--- config.mk ---
export PLATFORM = sky130hd
export DESIGN_NAME = tl_a_fragment_splitter
export DESIGN_NICKNAME = d
export VERILOG_FILES = /design/src/rtl/tl_a_pkg.sv /design/src/rtl/tl_frag_counter.sv /design/src/rtl/tl_a_fragment_splitter.sv
export SDC_FILE = /design/constraint.sdc
export NUM_CORES = 1
export LEC_CHECK = 0
export CORE_ASPECT_RATIO = 1.4
export CORE_MARGIN = 2
export CORE_UTILIZATION = 25
export DETAILED_ROUTE_END_ITERATION = 10
export HOLD_SLACK_MARGIN = 0.1
export PLACE_DENSITY_LB_ADDON = 0.2
export SYNTH_ARGS = -nofsm -noshare
export SYNTH_HDL_FRONTEND = slang
export SYNTH_HIERARCHICAL = 1
export SYNTH_SLANG_ARGS = --single-unit
export TNS_END_PERCENT = 10
--- constraint.sdc ---
create_clock -name clock -period 5.35 [get_ports clock]
set_input_delay 1.605 -clock clock [delete_from_list [all_inputs] [get_ports clock]]
set_output_delay 1.605 -clock clock [all_outputs]
set_load 0.05 [all_outputs]
--- src/rtl/tl_a_pkg.sv ---
// Shared TileLink A-channel definitions: opcodes, payload struct, size defaults.
package tl_a_pkg;

  localparam int unsigned TL_ADDR_W          = 32;
  localparam int unsigned TL_SRC_W           = 6;
  localparam int unsigned TL_MASK_W          = 8;
  localparam int unsigned TL_DEF_MAX_LG_SIZE = 3;
  localparam int unsigned TL_DEF_MAX_REQ_LG  = 6;

  typedef enum logic [2:0] {
    PUT_FULL    = 3'd0,
    PUT_PARTIAL = 3'd1,
    ARITH       = 3'd2,
    LOGIC       = 3'd3,
    GET         = 3'd4,
    HINT        = 3'd5
  } tl_a_opcode_e;

  typedef struct packed {
    logic [2:0]           opcode;
    logic [2:0]           param;
    logic [2:0]           size;
    logic [TL_SRC_W-1:0]  source;
    logic [TL_ADDR_W-1:0] address;
    logic [TL_MASK_W-1:0] mask;
  } tl_a_bits_t;

  // Low-order address bits that must be zero for a 2^size aligned access.
  function automatic logic [7:0] size_lo_mask(input logic [2:0] size);
    return 8'((9'd1 << size) - 9'd1);
  endfunction

endpackage

--- src/rtl/tl_frag_counter.sv ---
// Fragment/beat counter: tracks the position within a request and flags its last piece.
module tl_frag_counter #(
  parameter int unsigned MAX_LG_SIZE = 3,
  parameter int unsigned FRAG_W      = 3
) (
  input  logic              clk_i,
  input  logic              rst_i,
  input  logic              fire_i,
  input  logic              multi_i,
  input  logic [2:0]        size_i,
  output logic [FRAG_W-1:0] cnt_o,
  output logic              last_c_o
);

  logic [FRAG_W-1:0] cnt_q;
  logic [FRAG_W-1:0] cnt_d;
  logic [FRAG_W-1:0] nfrag_m1_c;

  // nfrag-1: all-ones over (size - MAX_LG_SIZE) bits for multi-piece requests.
  always_comb begin
    nfrag_m1_c = '0;
    if (multi_i) begin
      nfrag_m1_c = FRAG_W'((9'd1 << (size_i - 3'(MAX_LG_SIZE))) - 9'd1);
    end
  end

  assign last_c_o = (cnt_q == nfrag_m1_c);

  always_comb begin
    cnt_d = cnt_q;
    if (fire_i) begin
      cnt_d = last_c_o ? '0 : cnt_q + FRAG_W'(1);
    end
  end

  always_ff @(posedge clk_i) begin
    if (rst_i) begin
      cnt_q <= '0;
    end else begin
      cnt_q <= cnt_d;
    end
  end

  assign cnt_o = cnt_q;

endmodule

--- src/rtl/tl_a_fragment_splitter.sv ---
// A-channel splitter behind the fragmenter repeater: narrows requests to 2^MAX_LG_SIZE
// bytes, steering replays for Get/Hint and stepping addresses per fragment or beat.
module tl_a_fragment_splitter
  import tl_a_pkg::*;
#(
  parameter  int unsigned ADDR_W      = TL_ADDR_W,
  parameter  int unsigned SRC_W       = TL_SRC_W,
  parameter  int unsigned MAX_LG_SIZE = TL_DEF_MAX_LG_SIZE,
  parameter  int unsigned MAX_REQ_LG  = TL_DEF_MAX_REQ_LG,
  localparam int unsigned FRAG_W      = MAX_REQ_LG - MAX_LG_SIZE
) (
  input  logic              clock,
  input  logic              reset,
  output logic              io_repeat,
  output logic              io_in_ready,
  input  logic              io_in_valid,
  input  logic [2:0]        io_in_bits_opcode,
  input  logic [2:0]        io_in_bits_param,
  input  logic [2:0]        io_in_bits_size,
  input  logic [SRC_W-1:0]  io_in_bits_source,
  input  logic [ADDR_W-1:0] io_in_bits_address,
  input  logic [7:0]        io_in_bits_mask,
  input  logic              io_out_ready,
  output logic              io_out_valid,
  output logic [2:0]        io_out_bits_opcode,
  output logic [2:0]        io_out_bits_param,
  output logic [2:0]        io_out_bits_size,
  output logic [SRC_W-1:0]  io_out_bits_source,
  output logic [ADDR_W-1:0] io_out_bits_address,
  output logic [7:0]        io_out_bits_mask,
  output logic [FRAG_W-1:0] io_out_frag_idx,
  output logic              io_out_frag_last,
  output logic              io_err
);

  logic              large_c;
  logic              split_req_c;
  logic              beat_req_c;
  logic              fire_c;
  logic              last_c;
  logic              misalign_c;
  logic [FRAG_W-1:0] cnt;
  logic              err_q;
  logic              err_d;
  tl_a_bits_t        out_bits_c;

  // Request classification.
  assign large_c     = io_in_bits_size > 3'(MAX_LG_SIZE);
  assign split_req_c = large_c & ((io_in_bits_opcode == GET) |
                                  (io_in_bits_opcode == HINT));
  assign beat_req_c  = large_c & ~io_in_bits_opcode[2];

  assign fire_c      = io_in_valid & io_out_ready;
  assign io_out_valid = io_in_valid;
  assign io_in_ready  = io_out_ready;

  tl_frag_counter #(
    .MAX_LG_SIZE (MAX_LG_SIZE),
    .FRAG_W      (FRAG_W)
  ) u_frag_counter (
    .clk_i    (clock),
    .rst_i    (reset),
    .fire_i   (fire_c),
    .multi_i  (split_req_c | beat_req_c),
    .size_i   (io_in_bits_size),
    .cnt_o    (cnt),
    .last_c_o (last_c)
  );

  assign io_repeat        = split_req_c & ~last_c;
  assign io_out_frag_idx  = cnt;
  assign io_out_frag_last = last_c;

  // Fragment payload; the address OR only steps correctly for size-aligned bases.
  always_comb begin
    out_bits_c         = '0;
    out_bits_c.opcode  = io_in_bits_opcode;
    out_bits_c.param   = io_in_bits_param;
    out_bits_c.size    = large_c ? 3'(MAX_LG_SIZE) : io_in_bits_size;
    out_bits_c.source  = TL_SRC_W'(io_in_bits_source);
    out_bits_c.address = TL_ADDR_W'(io_in_bits_address | (ADDR_W'(cnt) << MAX_LG_SIZE));
    out_bits_c.mask    = io_in_bits_mask;
  end

  assign io_out_bits_opcode  = out_bits_c.opcode;
  assign io_out_bits_param   = out_bits_c.param;
  assign io_out_bits_size    = out_bits_c.size;
  assign io_out_bits_source  = SRC_W'(out_bits_c.source);
  assign io_out_bits_address = ADDR_W'(out_bits_c.address);
  assign io_out_bits_mask    = out_bits_c.mask;

  assign misalign_c = (io_in_bits_address[7:0] & size_lo_mask(io_in_bits_size)) != 8'd0;

  // Sticky misalignment flag, cleared only by reset.
  always_comb begin
    err_d = err_q;
    if (fire_c && misalign_c) begin
      err_d = 1'b1;
    end
  end

  always_ff @(posedge clock) begin
    if (reset) begin
      err_q <= 1'b0;
    end else begin
      err_q <= err_d;
    end
  end

  assign io_err = err_q;

endmodule

==> results of run 1 <==
==> Yosys cell counts (2+ instances only) <==
cell / n / area share [%]
nor3b_2: 2 / 2.8
ha_1: 4 / 5.5
buf_4: 52 / 43
nand3_1: 3 / 1.7
nand2_1: 2 / 0.83
o211ai_1: 3 / 2.5
or2b_1: 2 / 1.7
a21oi_1: 4 / 2.2
and2_1: 2 / 1.4
or2_2: 3 / 2.1
o21ai_0: 3 / 1.7
dfxtp_1: 4 / 8.9
nor4bb_1: 2 / 2.2
nand2b_1: 2 / 1.4
inv_1: 7 / 2.9
nor2_1: 5 / 2.1
==> worst register-to-register path: cells and delay by family (launching register included) <==
family                 cells  cell delay [ps]
AOI/OAI and AO/OA          4              570
buffers and inverters      2              270
DFF                        1              480
and+or+nand+nor            1              320
==> area by class of cell <==
class,count,area share [%]
sequential,4,7.13
tap,40,4.46
clock buffer,3,3.68
inverter,7,2.34
multi-input combinational,56,43.6
timing repair buffer,46,38.8
==> what timing repair did <==
action                     4_1_cts  5_1_grt
buffers inserted                 2        1
setup endpoints to repair        2        1
resized for setup               17        2
gates cloned                     0        0
pin swaps                        9        7
==> layer usage <==
metal | vias to the layer above | track usage (%)
met3 | 24 | 2.78
met5 | - | 0
li1 | 344 | -
met2 | 41 | 15.5
met4 | 0 | 8.06
met1 | 311 | 10.8
==> metrics by stage <==
step	cell area, um2	setup TNS (ps)	setup WS, ps	hold WS (ps)	std cells
after global routing	1120	0	15.4	601	156
final	1120	0	102	572	156
after CTS	1120	0	9.32	577	155
after detailed placement	1020	-674	-387	555	150
after global placement	1020	-596	-351	551	150
after floorplan	937	-178	-178	737	119
==> cell families after synthesis <==
kind of cell    synth area share (%)
other cells                    0.415
simple gates                    19.8
xor+xnor                        1.94
fa+ha+maj                       5.54
compound gates                  15.0
buf+inv                         46.1
flops                           8.86
mux                             2.35
==> path summary, 6_finish.rpt <==
check,to,slack [ps]
max,io_repeat,100
min,io_err,570
max reg2reg,u_frag_counter/cnt_o[1],3610
min reg2reg,io_err,570
==> power breakdown <==
group / internal [W] / total (W) / switching [W]
Sequential: 0.0000313 / 0.0000333 / 0.00000201
Clock: 0.0000479 / 0.0000628 / 0.0000149
Combinational: 0.0000518 / 0.000110 / 0.0000580
Total: 0.000131 / 0.000206 / 0.0000749
==> sequential cells by signal, summed over array words and instances, names as in the netlist <==
signal,count
u_frag_counter/cnt_o,3
io_err,1
==> flow_summary.json, run 1 <==
{
  "status": "finished clean",
  "crit_type": "in -> out",
  "coreArea_um2": 3410,
  "crit_fanout": 2,
  "peakVddDrop_v": 0.0000972,
  "grt_max_degree": 10,
  "ctsHoldBuffers": 0,
  "synth_nets": 182,
  "synthCells": 119,
  "cts_made_buffers": 3,
  "worst_pin_slew_ps": 499,
  "die_w_um": 54.8,
  "cpMaxStageDelayCell": "or3_4",
  "vias": 720,
  "gp_congestion": 0.765,
  "nets": 181,
  "fp.dieArea_um2": 4120,
  "grt_pass1_wl_um": 3080,
  "fmax_mhz": 191,
  "fin_crit_sh_pct": 98.1,
  "crit_arrival_ps": 3640,
  "syn_to_final_growth_pct": 24.2,
  "clock_skew_ps": 1.53,
  "slew_headroom_pct": 66.6,
  "die_h_um": 75.1,
  "finalPower_w": 0.000206,
  "n_fill_cell": 360,
  "worst_path_largest_cell_delay_ps": 340,
  "drt_first_iter_violations": 4,
  "synth-seq-cells": 4,
  "cts_tree": "done",
  "async_reset_ff_share_pct": 0,
  "path_cells": "buf_2 -> and2_4 -> ha_4 -> or3_4 -> ha_4 -> nand2b_4 -> mux2i_4 -> xnor2_2 -> nor2_4 -> nor4bb_4 -> buf_12",
  "cp-end-kind": "output pin",
  "ys_seq_area_share_pct": 8.86,
  "postRouteAntennaNets": 0,
  "drive_gt1_share_pct": 32.8,
  "worstSkewPairLatency_ps": 210,
  "hold_depth": 2,
  "final_util_pct": 32.9,
  "crit_cells": 11,
  "syn_area_um2": 903,
  "wl_met2_um": 969,
  "routed_wl_um": 2040,
  "highest_layer": "met4",
  "via_per_inst": 4.62,
  "yosysWarnings": 6,
  "hold_path.class": "reg -> reg",
  "grt_pass1_vias": 719,
  "p_leak_nw": 0.454,
  "grt-ovfl-total": 0,
  "min_period_ps": 5250,
  "drtPass1Iterations": 4,
  "hpwl_um": 1660,
  "maxCapViolCount": 0,
  "critical_path_required_ps": 3740,
  "slew_viol_final": 0,
  "row_count": 25,
  "min-delay-start": "io_err",
  "antenna_found_initial": 0,
  "pwr_density_cell_nw_per_um2": 183,
  "synth-main-ff-cell": "dfxtp_1",
  "clk_pin_slew_worst_paths_ps": 30,
  "layout_commonest_cell": "clkdlybuf4s50_1",
  "wl_per_cell_um": 13.1,
  "initial_core_util_pct": 26.5,
  "ff2ff_path_depth": 7,
  "drc": 0,
  "synth_area_per_cell_um2": 7.59,
  "reg2reg_from": "u_frag_counter/cnt_o[0]",
  "path_delay_family": "simple AND/OR/NAND/NOR gates",
  "num_io_pins": 122,
  "clk_path_buf_depth": 2,
  "clock-sinks": 4,
  "crit_path_start": "io_in_bits_size[0]",
  "finalHoldViolCount": 0,
  "wl_met1_um": 723,
  "synth_edf_count": 0,
  "diodes": 0,
  "multiInputGateArea_um2": 489,
  "port-buffer-count": 34,
  "ctsRootBufferMaster": "clkbuf_8",
  "final-seq-area_um2": 80.1,
  "htree_levels": 1,
  "cp_common_cell": "ha_4",
  "met3WireLength_um": 231,
  "crit_buf_inv": 2,
  "synth_cell_types": 35,
  "cp-start-kind": "primary input",
  "grt.total_usage_pct": 9.89,
  "setup-violations-final": 0,
  "rsz0062_at_grt": "false",
  "layout_common_cells": "clkdlybuf4s50_1 (29), buf_4 (12), inv_1 (6)"
}
Power figures use the tool's default switching activity.
==> inputs of run 2 (changes only) <==
==> constraint.sdc (replaced) <==
create_clock -name clock -period 5.7 [get_ports clock]
set_input_delay 1.71 -clock clock [delete_from_list [all_inputs] [get_ports clock]]
set_output_delay 1.71 -clock clock [all_outputs]
set_load 0.05 [all_outputs]
==> run 2 against run 1 <==
Sequential power is 6.3% lower; hold slack worse by 9.5 ps; critical path depth stayed put; critical endpoint unchanged; largest cell class unchanged; largest power group unchanged.
==> flow_summary.json, run 2 (synthesized netlist as in run 1, its figures left out) <==
{
  "maxCapViolCount": 0,
  "grt-ovfl-total": 0,
  "n_fill_cell": 363,
  "initial_core_util_pct": 26.5,
  "timing.rr.end": "u_frag_counter/cnt_o[1]",
  "syn_to_final_growth_pct": 25.9,
  "finalPower_w": 0.000193,
  "design_area_um2": 1140,
  "diodes": 0,
  "largest_register_ffs": 3,
  "die_w_um": 54.8,
  "rsz0062_at_grt": "false",
  "wl_per_cell_um": 13.0,
  "gp_congestion": 0.765,
  "cts_tree": "done",
  "holdWs_ps": 562,
  "vias": 723,
  "drc": 0,
  "worst_pin_slew_ps": 597,
  "layout_commonest_cell": "clkdlybuf4s50_1",
  "crit_fanout": 3,
  "pre_cts_slack_ps": -245,
  "slew_headroom_pct": 59.8,
  "peakVddDrop_v": 0.0000960,
  "critical_path_required_ps": 3990,
  "status": "finished clean",
  "cp-start-kind": "primary input",
  "routed_wl_um": 2030,
  "hpwl_um": 1670,
  "clock_skew_ps": 1.96,
  "p_clk_share_pct": 30.3,
  "worst-r2r-setup-slack_ps": 3970,
  "cts_made_buffers": 3,
  "fin_crit_sh_pct": 98.2,
  "crit_arrival_ps": 3890,
  "nets": 181,
  "grt_max_degree": 10,
  "clk_path_buf_depth": 2,
  "layout_common_cells": "clkdlybuf4s50_1 (29), buf_4 (12), inv_1 (7)",
  "dpl_cell_area_um2": 1020,
  "drtPass1Iterations": 3,
  "port-buffer-count": 34,
  "pwr_density_cell_nw_per_um2": 170,
  "antenna_found_initial": 0,
  "drive_gt1_share_pct": 30.2,
  "coreArea_um2": 3410,
  "fmax_mhz": 179,
  "power_frac_comb_pct": 53.5,
  "num_io_pins": 122,
  "reg2reg_from": "u_frag_counter/cnt_o[0]",
  "worstSkewPairLatency_ps": 210,
  "cp-end-kind": "output pin",
  "setup-violations-final": 0,
  "min_period_ps": 5600,
  "via_per_inst": 4.63,
  "postRouteAntennaNets": 0,
  "grt_pass1_wl_um": 2960,
  "swShare_pct": 36.1,
  "htree_levels": 1,
  "seqPwrFrac_pct": 16.1,
  "grt.total_usage_pct": 9.50,
  "grt_pass1_vias": 706,
  "row_count": 25,
  "crit_type": "in -> out",
  "ff2ff_path_depth": 7,
  "min-delay-start": "io_err",
  "p_switching_w": 0.0000699,
  "clk_pin_slew_worst_paths_ps": 30,
  "clock-sinks": 4,
  "final_util_pct": 33.4,
  "ctsHoldBuffers": 0,
  "die_h_um": 75.1,
  "hold_path.class": "reg -> reg",
  "ctsRootBufferMaster": "clkbuf_8",
  "hold_depth": 2,
  "hold_end": "io_err",
  "fp.dieArea_um2": 4120,
  "p_int_w": 0.000124,
  "layout_setup_ws_ps": 105,
  "drt_first_iter_violations": 5,
  "finalHoldViolCount": 0,
  "p_leak_nw": 0.456,
  "slew_viol_final": 0
}
==> run 2: cell types whose count changed in the layout (fill, tap and decap cells not counted), sizes merged <==
cell,previous run,this run
clkdlybuf4s15,0,2
clkbuf,4,3
dlygate4sd2,0,1
buf,16,14
==> run 2: worst max path at each step <==
stage,startpoint,to,slack (ps),depth (start not counted)
2_1_floorplan,io_in_bits_size[0],io_repeat,-40,9
3_3_place_gp,io_in_bits_size[0],io_repeat,-210,11
3_5_place_dp,io_in_bits_size[0],io_repeat,-250,11
4_1_cts,io_in_bits_size[1],io_repeat,0.5,11
5_1_grt,io_in_bits_size[1],io_repeat,10,11
6_report,io_in_bits_size[1],io_repeat,100,11
==> run 2: per-stage QoR <==
stage	TNS, ps	instances
final	0	156
after global placement	-316	150
after floorplan	-38.1	119
after CTS	0	155
after detailed placement	-396	150
after global routing	0	156
==> run 2: final cells by class <==
class                           instances  area, um2  area share, %
Clock buffer                            3       41.3           3.63
Sequential cell                         4       80.1           7.04
Timing Repair Buffer                   46        450           39.6
Tap cell                               40       50.0           4.40
Inverter                                7       26.3           2.31
Multi-Input combinational cell         56        489           43.0
==> run 2: repair_timing <==
action | in CTS | in global routing
pin swaps | 9 | 3
gates resized for setup | 11 | 1
endpoints found under the setup margin | 2 | 1
setup buffers | 2 | 1
==> run 2: worst max-delay path: stages <==
cell	delay, ps
clkdlybuf4s15_2	180
and2_4	160
ha_4	230
or3_4	340
ha_4	250
nor4bb_1	120
a31oi_1	150
o32a_2	180
nor2_4	50
nor4bb_4	330
buf_12	180
==> run 2: metal layers <==
| layer | wire [um] | share of wire [%] | global-route usage (%) | up-vias |
|---|---|---|---|---|
| met5 | 0 | 0 | 0 | - |
| met4 | 113 | 5.6 | 7.22 | 0 |
| met3 | 240 | 12 | 2.98 | 24 |
| met2 | 986 | 49 | 15.5 | 41 |
| met1 | 686 | 34 | 9.83 | 315 |
| li1 | - | - | - | 343 |
==> run 2: power groups by stage <==
stage                     Combinational [W]  Clock [W]  Sequential (W)
after CTS                          0.000102  0.0000595       0.0000313
final                              0.000104  0.0000587       0.0000312
after detailed placement          0.0000967          0       0.0000317
after global routing               0.000110  0.0000618       0.0000315
after floorplan                    0.000136          0       0.0000351
after global placement            0.0000965          0       0.0000316
